==> config.mk <==
export PLATFORM = sky130hd
export DESIGN_NAME = pwm_multi_core
export DESIGN_NICKNAME = d
export VERILOG_FILES = /design/src/rtl/pwm_pkg.sv /design/src/rtl/pwm_prescaler.sv /design/src/rtl/pwm_multi_core.sv
export SDC_FILE = /design/constraint.sdc
export NUM_CORES = 1
export LEC_CHECK = 0
export ABC_CLOCK_PERIOD_IN_PS = 5650
export BUFFER_PORTS_ARGS = -buffer_cell sky130_fd_sc_hd__buf_2
export CAP_MARGIN = 10
export CORE_MARGIN = 1
export CORE_UTILIZATION = 45
export DETAILED_ROUTE_END_ITERATION = 6
export PLACE_DENSITY_LB_ADDON = 0.3
export SLEW_MARGIN = 20
export SYNTH_ARGS = -nofsm -noshare
export SYNTH_HDL_FRONTEND = slang
export SYNTH_SLANG_ARGS = --single-unit
==> constraint.sdc <==
create_clock -name clk_i -period 5.65 [get_ports clk_i]
set_input_delay 1.13 -clock clk_i [delete_from_list [all_inputs] [get_ports clk_i]]
set_output_delay 1.13 -clock clk_i [all_outputs]
set_load 0.02 [all_outputs]
==> src/rtl/pwm_pkg.sv <==
`default_nettype none
// ============================================================================
// Module   : pwm_pkg
// Brief    : Shared types and constants for the multi-channel PWM core.
// Revision : 1.0 - initial release
// ============================================================================
package pwm_pkg;

    typedef enum logic {
        PWM_MODE_EDGE   = 1'b0,
        PWM_MODE_CENTER = 1'b1
    } pwm_mode_e;

    localparam logic PWM_DIR_UP   = 1'b0;
    localparam logic PWM_DIR_DOWN = 1'b1;

endpackage
`default_nettype wire

==> src/rtl/pwm_prescaler.sv <==
`default_nettype none
// ============================================================================
// Module   : pwm_prescaler
// Brief    : Free-running prescale counter emitting one tick every pscr_i+1 clocks.
// Revision : 1.0 - initial release
// ============================================================================
module pwm_prescaler
    import pwm_pkg::*;
#(
    parameter int PSCR_WIDTH = 16
) (
    input  logic                  clk_i,
    input  logic                  rst_i,
    input  logic                  en_i,
    input  logic [PSCR_WIDTH-1:0] pscr_i,
    output logic                  tick_o
);

    logic [PSCR_WIDTH-1:0] r_pcnt;
    logic                  w_wrap;

    assign w_wrap = (r_pcnt == pscr_i);
    assign tick_o = en_i && w_wrap;

    always_ff @(posedge clk_i) begin
        if (rst_i || !en_i || w_wrap) begin
            r_pcnt <= '0;
        end else begin
            r_pcnt <= r_pcnt + 1'b1;
        end
    end

endmodule
`default_nettype wire

==> src/rtl/pwm_multi_core.sv <==
`default_nettype none
// ============================================================================
// Module   : pwm_multi_core
// Brief    : Multi-channel PWM timer, edge/center aligned, double-buffered config.
// Revision : 1.0 - initial release
// ============================================================================
module pwm_multi_core
    import pwm_pkg::*;
#(
    parameter int CHN_NUM    = 4,
    parameter int CNT_WIDTH  = 16,
    parameter int PSCR_WIDTH = 16
) (
    input  logic                         clk_i,
    input  logic                         rst_i,
    input  logic                         en_i,
    input  logic                         mode_i,
    input  logic [PSCR_WIDTH-1:0]        pscr_i,
    input  logic [CNT_WIDTH-1:0]         cmp_i,
    input  logic [CHN_NUM*CNT_WIDTH-1:0] crx_i,
    input  logic [CHN_NUM-1:0]           pol_i,
    input  logic                         upd_i,
    output logic                         upd_pend_o,
    output logic [CNT_WIDTH-1:0]         cnt_o,
    output logic                         dir_o,
    output logic [CHN_NUM-1:0]           pwm_o,
    output logic                         ov_o
);

    pwm_mode_e                    r_mode_s;
    logic [PSCR_WIDTH-1:0]        r_pscr_s;
    logic [CNT_WIDTH-1:0]         r_cmp_s;
    logic [CHN_NUM*CNT_WIDTH-1:0] r_crx_s;
    logic [CHN_NUM-1:0]           r_pol_s;

    logic                 r_dir;
    logic                 w_dir_nxt;
    logic [CNT_WIDTH-1:0] r_cnt;
    logic [CNT_WIDTH-1:0] w_cnt_nxt;

    logic               w_tick;
    logic               w_bnd;
    logic               w_load;
    logic               r_upd_pend;
    logic               r_ov;
    logic               r_en_d;
    logic [CHN_NUM-1:0] w_raw;
    logic [CHN_NUM-1:0] r_pwm;

    pwm_prescaler #(
        .PSCR_WIDTH (PSCR_WIDTH)
    ) u_prescaler (
        .clk_i  (clk_i),
        .rst_i  (rst_i),
        .en_i   (en_i),
        .pscr_i (r_pscr_s),
        .tick_o (w_tick)
    );

    // Idle keeps the shadows transparent; while running they only move at a boundary.
    always_ff @(posedge clk_i) begin
        if (rst_i) begin
            r_mode_s <= PWM_MODE_EDGE;
            r_pscr_s <= '0;
            r_cmp_s  <= '0;
            r_crx_s  <= '0;
            r_pol_s  <= '0;
        end else if (w_load) begin
            r_mode_s <= pwm_mode_e'(mode_i);
            r_pscr_s <= pscr_i;
            r_cmp_s  <= cmp_i;
            r_crx_s  <= crx_i;
            r_pol_s  <= pol_i;
        end
    end

    always_ff @(posedge clk_i) begin
        if (rst_i || !en_i) begin
            r_cnt <= '0;
            r_dir <= PWM_DIR_UP;
        end else begin
            r_cnt <= w_cnt_nxt;
            r_dir <= w_dir_nxt;
        end
    end

    always_comb begin
        w_cnt_nxt = r_cnt;
        w_dir_nxt = r_dir;
        if (w_tick) begin
            if (r_mode_s == PWM_MODE_EDGE) begin
                w_dir_nxt = PWM_DIR_UP;
                w_cnt_nxt = (r_cnt >= r_cmp_s) ? '0 : r_cnt + 1'b1;
            end else if (r_cmp_s == '0) begin
                w_dir_nxt = PWM_DIR_UP;
                w_cnt_nxt = '0;
            end else begin
                case (r_dir)
                    PWM_DIR_UP: begin
                        if (r_cnt >= r_cmp_s) begin
                            w_dir_nxt = PWM_DIR_DOWN;
                            w_cnt_nxt = r_cnt - 1'b1;
                        end else begin
                            w_cnt_nxt = r_cnt + 1'b1;
                        end
                    end
                    default: begin
                        if (r_cnt == '0) begin
                            w_dir_nxt = PWM_DIR_UP;
                            w_cnt_nxt = r_cnt + 1'b1;
                        end else begin
                            w_cnt_nxt = r_cnt - 1'b1;
                        end
                    end
                endcase
            end
        end
        // Switching mode mid-descent would leave edge mode counting the wrong way.
        if (w_load && (r_mode_s != pwm_mode_e'(mode_i))) begin
            w_dir_nxt = PWM_DIR_UP;
        end
    end

    always_comb begin
        w_bnd = 1'b0;
        if (w_tick) begin
            if (r_mode_s == PWM_MODE_EDGE) begin
                w_bnd = (r_cnt >= r_cmp_s);
            end else begin
                w_bnd = (r_cmp_s == '0) || ((r_dir == PWM_DIR_DOWN) && (r_cnt == '0));
            end
        end
        w_load = !en_i || (w_bnd && (r_upd_pend || upd_i));
    end

    for (genvar gi = 0; gi < CHN_NUM; gi++) begin : g_chan
        assign w_raw[gi] = (r_cnt < r_crx_s[gi*CNT_WIDTH +: CNT_WIDTH]);
    end

    // r_en_d holds the outputs live for one extra cycle so the last count is still shown.
    always_ff @(posedge clk_i) begin
        if (rst_i) begin
            r_upd_pend <= 1'b0;
            r_ov       <= 1'b0;
            r_en_d     <= 1'b0;
            r_pwm      <= '0;
        end else begin
            r_en_d <= en_i;
            r_ov   <= en_i && w_bnd;
            if (!en_i || (w_bnd && (r_upd_pend || upd_i))) begin
                r_upd_pend <= 1'b0;
            end else if (upd_i) begin
                r_upd_pend <= 1'b1;
            end
            r_pwm <= (en_i || r_en_d) ? (w_raw ^ r_pol_s) : r_pol_s;
        end
    end

    assign upd_pend_o = r_upd_pend;
    assign cnt_o      = r_cnt;
    assign dir_o      = r_dir;
    assign pwm_o      = r_pwm;
    assign ov_o       = r_ov;

endmodule
`default_nettype wire

==> results of run 1 <==
-- cells in the mapped netlist (10+ instances only) --
cell type / n / share of area
a21o_1: 11 / 0.010
a21oi_1: 128 / 0.080
buf_4: 21 / 0.020
clkbuf_1: 27 / 0.013
dfxtp_1: 141 / 0.35
ha_1: 80 / 0.13
inv_1: 90 / 0.042
nand2_1: 231 / 0.11
nand3_1: 10 / 0.0063
nand4_1: 26 / 0.020
nor2_1: 56 / 0.026
nor3_1: 15 / 0.0094
o21a_1: 10 / 0.0094
o21ai_0: 29 / 0.018
xnor2_1: 37 / 0.041
xor2_1: 12 / 0.013
-- worst reg2reg max path, cell delays in order (launching register included) --
cell and delay (ns):
dfxtp_1 0.50, inv_1 0.26, ha_1 0.34, nand2b_1 0.14, a2111o_1 0.42, a311oi_2 0.41, o211ai_2 0.25, o211ai_2 0.20
o21a_4 0.52, buf_12 0.36, nand2_1 0.13, a21oi_1 0.15
-- state kept, by name, indices dropped and copies added, names as in the netlist --
signal              count
u_prescaler.r_pcnt     16
cnt_o                  16
upd_pend_o              1
r_cmp_s                16
pwm_o                   4
r_pol_s                 4
r_pscr_s               16
dir_o                   1
ov_o                    1
r_mode_s                1
r_crx_s                64
r_en_d                  1
-- cells by family after synthesis --
logic type	synth area share
AND/OR/NAND/NOR	0.212
AO/OA/AOI/OAI	0.171
buffers and inverters	0.0773
flip-flops	0.353
adder cells (fa/ha/maj)	0.125
XOR/XNOR	0.0537
multiplexers	0.00689
-- final cells by class --
| class | instances | area (sq um) |
|---|---|---|
| clock inverter | 13 | 131 |
| multi-input combinational | 743 | 4570 |
| timing repair buffer | 136 | 731 |
| fill | 1657 | 7980 |
| sequential | 141 | 2820 |
| clock buffer | 19 | 443 |
| inverter | 90 | 338 |
| tap | 225 | 282 |
-- how the worst max path moves through the flow --
stage,from,end,slack (ns),depth (start not counted)
floorplan,cnt_o[0],cnt_o[3],2.66,10
global placement,cnt_o[0],r_crx_s[47],1.86,10
finish,cnt_o[0],r_crx_s[37],1.92,11
detailed placement,cnt_o[0],r_crx_s[4],1.81,10
global route,cnt_o[0],r_crx_s[37],1.69,11
CTS,cnt_o[0],r_crx_s[37],1.73,10
-- power groups by stage --
stage	combinational (mW)	clock (mW)	sequential (mW)
final	0.386	1.10	1.08
after global routing	0.436	1.16	1.09
after CTS	0.385	1.11	1.08
after detailed placement	0.382	0	1.11
after global placement	0.375	0	1.11
after floorplan	0.272	0	1.10
-- layout by cell type (no fill, tap or decap), types with 26 or more instances in the layout --
cell and instances:
nor2_1 56, a21oi_1 128, nand2_1 231, ha_1 80, xnor2_1 37, inv_1 90
o21ai_0 29, nand4_1 26, dfxtp_1 141, buf_2 126
-- stage by stage --
stage          hold slack (ns)  instance area, sq um  setup WS, ns  power, mW  utilization
4_1_cts                  0.452                  9290          1.73       2.58        0.537
5_1_grt                  0.466                  9310          1.69       2.69        0.538
6_report                 0.450                  9310          1.92       2.57        0.538
2_1_floorplan            0.429                  7990          2.66       1.37            -
3_3_place_gp             0.438                  8720          1.86       1.48        0.504
3_5_place_dp             0.444                  8720          1.81       1.49        0.504
-- metal layers --
metal  share of wire  vias up  global-route usage  wire length, um
met4           0.024        0              0.0974              499
li1                -     3678                   -                -
met2            0.46      225               0.394             9740
met1            0.45     3412               0.309             9570
met3           0.062       28              0.0419             1320
met5               0        -                   0                0
==> results.yml, run 1 <==
floorplanning:
  start_util: 0.462
  die_h_um: 135
  placementRows: 48
  die-area_sq_mm: 0.0183
  core_area_sq_mm: 0.0173
  ioPinCount: 128
  die_w_um: 135
power_and_ir_drop:
  power.density_mw_per_mm2: 276
  cellLeakagePower_nw: 4.03
  switching_power_mw: 0.735
  seqPwrFrac: 0.422
  combPwrFrac: 0.150
  clock_power_share: 0.427
  switching_share: 0.286
  p_int_mw: 1.83
  peakVddDrop_mv: 0.233
drt:
  ant_nets: 0
  routedWlPerCell_um: 15.5
  drc_errors: 0
  firstDrtPassIters: 7
  finalWirelength_mm: 21.1
  routed_via_density: 5.37
  dr_total_vias: 7343
  first_iter_violations: 480
clock_network:
  post-cts-setup-buffers: 0
  cts-hold-fix-buffers: 0
  clkLatencyLatePin_ns: 0.43
  cts_buffers: 17
  ctsLongestPathBuffers: 2
  htree_levels: 4
  cts_root_buffer: "clkbuf_16"
  clk_pin_slew_ns: 0.06
  cts_tree: "built"
  cts_resized: 0
  cts_sinks: 141
synthesis:
  ys.warnings.count: 0
  ys_ff_latch: 141
  ys.flop_type: "dfxtp_1"
  netlist_area_sq_mm: 0.00799
  yosysUniqueCellTypes: 63
  syn_nets: 1210
  async_flop_share: 0
  syn_area_per_cell_sq_um: 7.80
  synth_cells: 1025
  synth_edf_count: 0
  seq_area_frac_synth: 0.353
sta:
  max_slew_margin: 0.465
  drv_slew: 0
  tns_ns: 0
  post-route-period-util: 0.661
  rsz0062_at_grt: "no"
  clock.fmax_mhz: 268
  period_minus_slack_ns: 3.73
  finClkSkew_ns: 0.0118
  tightest_slew_ns: 0.801
  finalSetupViolCount: 0
  finalHoldViolations: 0
hold_path:
  hold_depth: 2
  hold_class: "flop to flop"
  hold-path-endpoint: "r_crx_s[2]"
  worstHoldStart: "r_crx_s[2]"
setup_path:
  crit_path_top_delay_cell: "o21a_4"
  timing.rr.start: "cnt_o[0]"
  cp_num_buf_inv: 2
  crit_fanout: 55
  arrival_ns: 4.08
  critical-path-max-stage-delay_ns: 0.52
  reg2reg_depth: 11
  worstPathRequired_ns: 6.00
  crit_family: "compound AO/OA/AOI/OAI gates"
  path_class: "flop to flop"
  reg2reg_to: "r_crx_s[37]"
  cp_common_cell: "o211ai_2"
  ff2ff_setup_slack_ns: 1.92
  cp-end-kind: "flop"
  path_cells: "inv_1 > ha_1 > nand2b_1 > a2111o_1 > a311oi_2 > o211ai_2 > o211ai_2 > o21a_4 > buf_12 > nand2_1 > a21oi_1"
  startpoint_type: "flop"
global_routing:
  antenna_found_initial: 0
  grt_pass1_vias: 6816
  grt_max_degree: 102
  grt_overflow: 0
  grt_usage: 0.240
  grt_first_pass_wirelength_mm: 34.1
placement:
  port_buffers: 127
  numPlacedInstances: 1334
  dp_hpwl_mm: 14.5
  place_congestion: 0.877
layout:
  fin_cells: 1367
  final_nets: 1314
  syn_to_final_growth_pct: 16.5
  diodes: 0
  drive_above_1_share: 0.160
outcome:
  status: "completed"
job:
  maxCapViolations: 0
(Power assumes the default switching activity.)
==> run 2: changes to the inputs <==
--- a/config.mk
+++ b/config.mk
@@ -5,7 +5,7 @@
 export SDC_FILE = /design/constraint.sdc
 export NUM_CORES = 1
 export LEC_CHECK = 0
-export ABC_CLOCK_PERIOD_IN_PS = 5650
+export ABC_CLOCK_PERIOD_IN_PS = 3080
 export BUFFER_PORTS_ARGS = -buffer_cell sky130_fd_sc_hd__buf_2
 export CAP_MARGIN = 10
 export CORE_MARGIN = 1
==> constraint.sdc (replaced) <==
create_clock -name clk_i -period 3.08 [get_ports clk_i]
set_input_delay 0.616 -clock clk_i [delete_from_list [all_inputs] [get_ports clk_i]]
set_output_delay 0.616 -clock clk_i [all_outputs]
set_load 0.02 [all_outputs]
==> results.yml, run 2 (synthesized netlist as in run 1, its figures left out) <==
hold_path:
  hold_class: "primary input to flop"
layout:
  fin_area_sq_mm: 0.00947
  final_common_cell: "nand2_1"
  layout_common_cells: "nand2_1, dfxtp_1, a21oi_1"
  diodes: 0
  syn_to_final_growth_pct: 18.5
  drive_above_1_share: 0.176
  final_nets: 1335
  largest_reg_flops: 64
  top_register: "r_crx_s"
  fill_cells: 1651
setup_path:
  worstPathRequired_ns: 3.39
  path_class: "flop to flop"
  ff2ff_setup_slack_ns: 0.27
  crit_fanout: 7
  crit_path_top_delay_cell: "a2111o_1"
  arrival_ns: 3.13
  critical-path-max-stage-delay_ns: 0.41
  cp_num_buf_inv: 2
  crit_family: "compound AO/OA/AOI/OAI gates"
  cp-end-kind: "flop"
  startpoint_type: "flop"
  path_cells: "inv_1 > ha_1 > nand2b_1 > a2111o_1 > a311oi_2 > o211ai_2 > nor2b_4 > buf_4 > mux2i_1 > o21a_1 > o221a_1"
sta:
  post-route-period-util: 0.914
  period_minus_slack_ns: 2.81
  max_slew_margin: 0.585
  hold_ws_ns: 0.429
  clock.fmax_mhz: 355
  rsz0062_at_grt: "no"
  finalSetupViolCount: 0
  tightest_slew_ns: 0.617
  finalHoldViolations: 0
  drv_slew: 0
  finClkSkew_ns: 0.00728
  tns_ns: 0
clock_network:
  cts-hold-fix-buffers: 0
  post-cts-setup-buffers: 0
  clk_pin_slew_ns: 0.06
  cts_buffers: 17
  clkLatencyLatePin_ns: 0.42
  cts_resized: 0
  htree_levels: 4
  ctsLongestPathBuffers: 2
  cts_root_buffer: "clkbuf_16"
  cts_sinks: 141
  cts_tree: "built"
outcome:
  status: "completed"
power_and_ir_drop:
  p_int_mw: 3.29
  switching_power_mw: 1.33
  clock_power_share: 0.411
  power.density_mw_per_mm2: 489
  switching_share: 0.288
  cellLeakagePower_nw: 4.13
  peakVddDrop_mv: 0.417
  combPwrFrac: 0.163
  seqPwrFrac: 0.427
floorplanning:
  die_w_um: 135
  die_h_um: 135
  die-area_sq_mm: 0.0183
  start_util: 0.462
  placementRows: 48
  ioPinCount: 128
  core_area_sq_mm: 0.0173
drt:
  drc_errors: 0
  ant_nets: 0
  firstDrtPassIters: 5
  routedWlPerCell_um: 15.5
  first_iter_violations: 510
  finalWirelength_mm: 21.6
  dr_total_vias: 7404
  routed_via_density: 5.33
global_routing:
  grt_overflow: 0
  grt_first_pass_wirelength_mm: 34.8
  antenna_found_initial: 0
  grt_pass1_vias: 7063
  grt_max_degree: 55
  grt_usage: 0.246
placement:
  port_buffers: 127
  dp_hpwl_mm: 15.6
  place_area_sq_mm: 0.00892
  place_congestion: 0.940
job:
  maxCapViolations: 0
[run 2: power by group through the flow]
stage | Sequential [mW] | Combinational, mW | Clock [mW]
2_1_floorplan | 2.02 | 0.499 | 0
3_3_place_gp | 2.01 | 0.733 | 0
3_5_place_dp | 2.01 | 0.748 | 0
4_1_cts | 1.97 | 0.752 | 1.94
5_1_grt | 1.98 | 0.846 | 2.01
6_report | 1.97 | 0.752 | 1.90
[run 2: per-stage QoR]
stage | instances | setup slack (ns) | utilization | total power [mW]
finish | 1388 | 0.266 | 0.548 | 4.63
global route | 1388 | 0.126 | 0.548 | 4.84
CTS | 1388 | 0.284 | 0.548 | 4.66
detailed placement | 1356 | 0.292 | 0.516 | 2.76
global placement | 1356 | 0.305 | 0.516 | 2.75
floorplan | 1025 | 0.0881 | - | 2.52
[run 2: metal layers]
layer | global-route usage | up-vias | wire (um)
met4 | 0.0799 | 0 | 417
met1 | 0.315 | 3437 | 9720
li1 | - | 3713 | -
met2 | 0.417 | 225 | 10200
met3 | 0.0412 | 29 | 1210
met5 | 0 | - | 0
[run 2: final timing paths]
kind | from | depth (start not counted) | endpoint
worst max register to register | cnt_o[0] | 11 | cnt_o[4]
worst max-delay path | cnt_o[0] | 11 | cnt_o[4]
worst min register to register | r_crx_s[53] | 2 | r_crx_s[53]
worst min-delay path | pscr_i[4] | 3 | r_pscr_s[4]
[run 2: cell type report]
cell class,count,area (sq um),area share
multi-input combinational,743,4570,0.482
tap,225,282,0.0297
clock inverter,14,110,0.0116
inverter,90,338,0.0357
clock buffer,18,439,0.0464
timing repair buffer,157,913,0.0964
sequential,141,2820,0.298
[run 2: worst register-to-register path: cells and delay by family, from the launching register on]
| kind | cells | cell delay, ns |
|---|---|---|
| DFF | 1 | 0.33 |
| muxes | 1 | 0.14 |
| AOI/OAI and AO/OA | 5 | 1.42 |
| adders and majority gates | 1 | 0.27 |
| buffers and inverters | 2 | 0.22 |
| and+or+nand+nor | 2 | 0.33 |
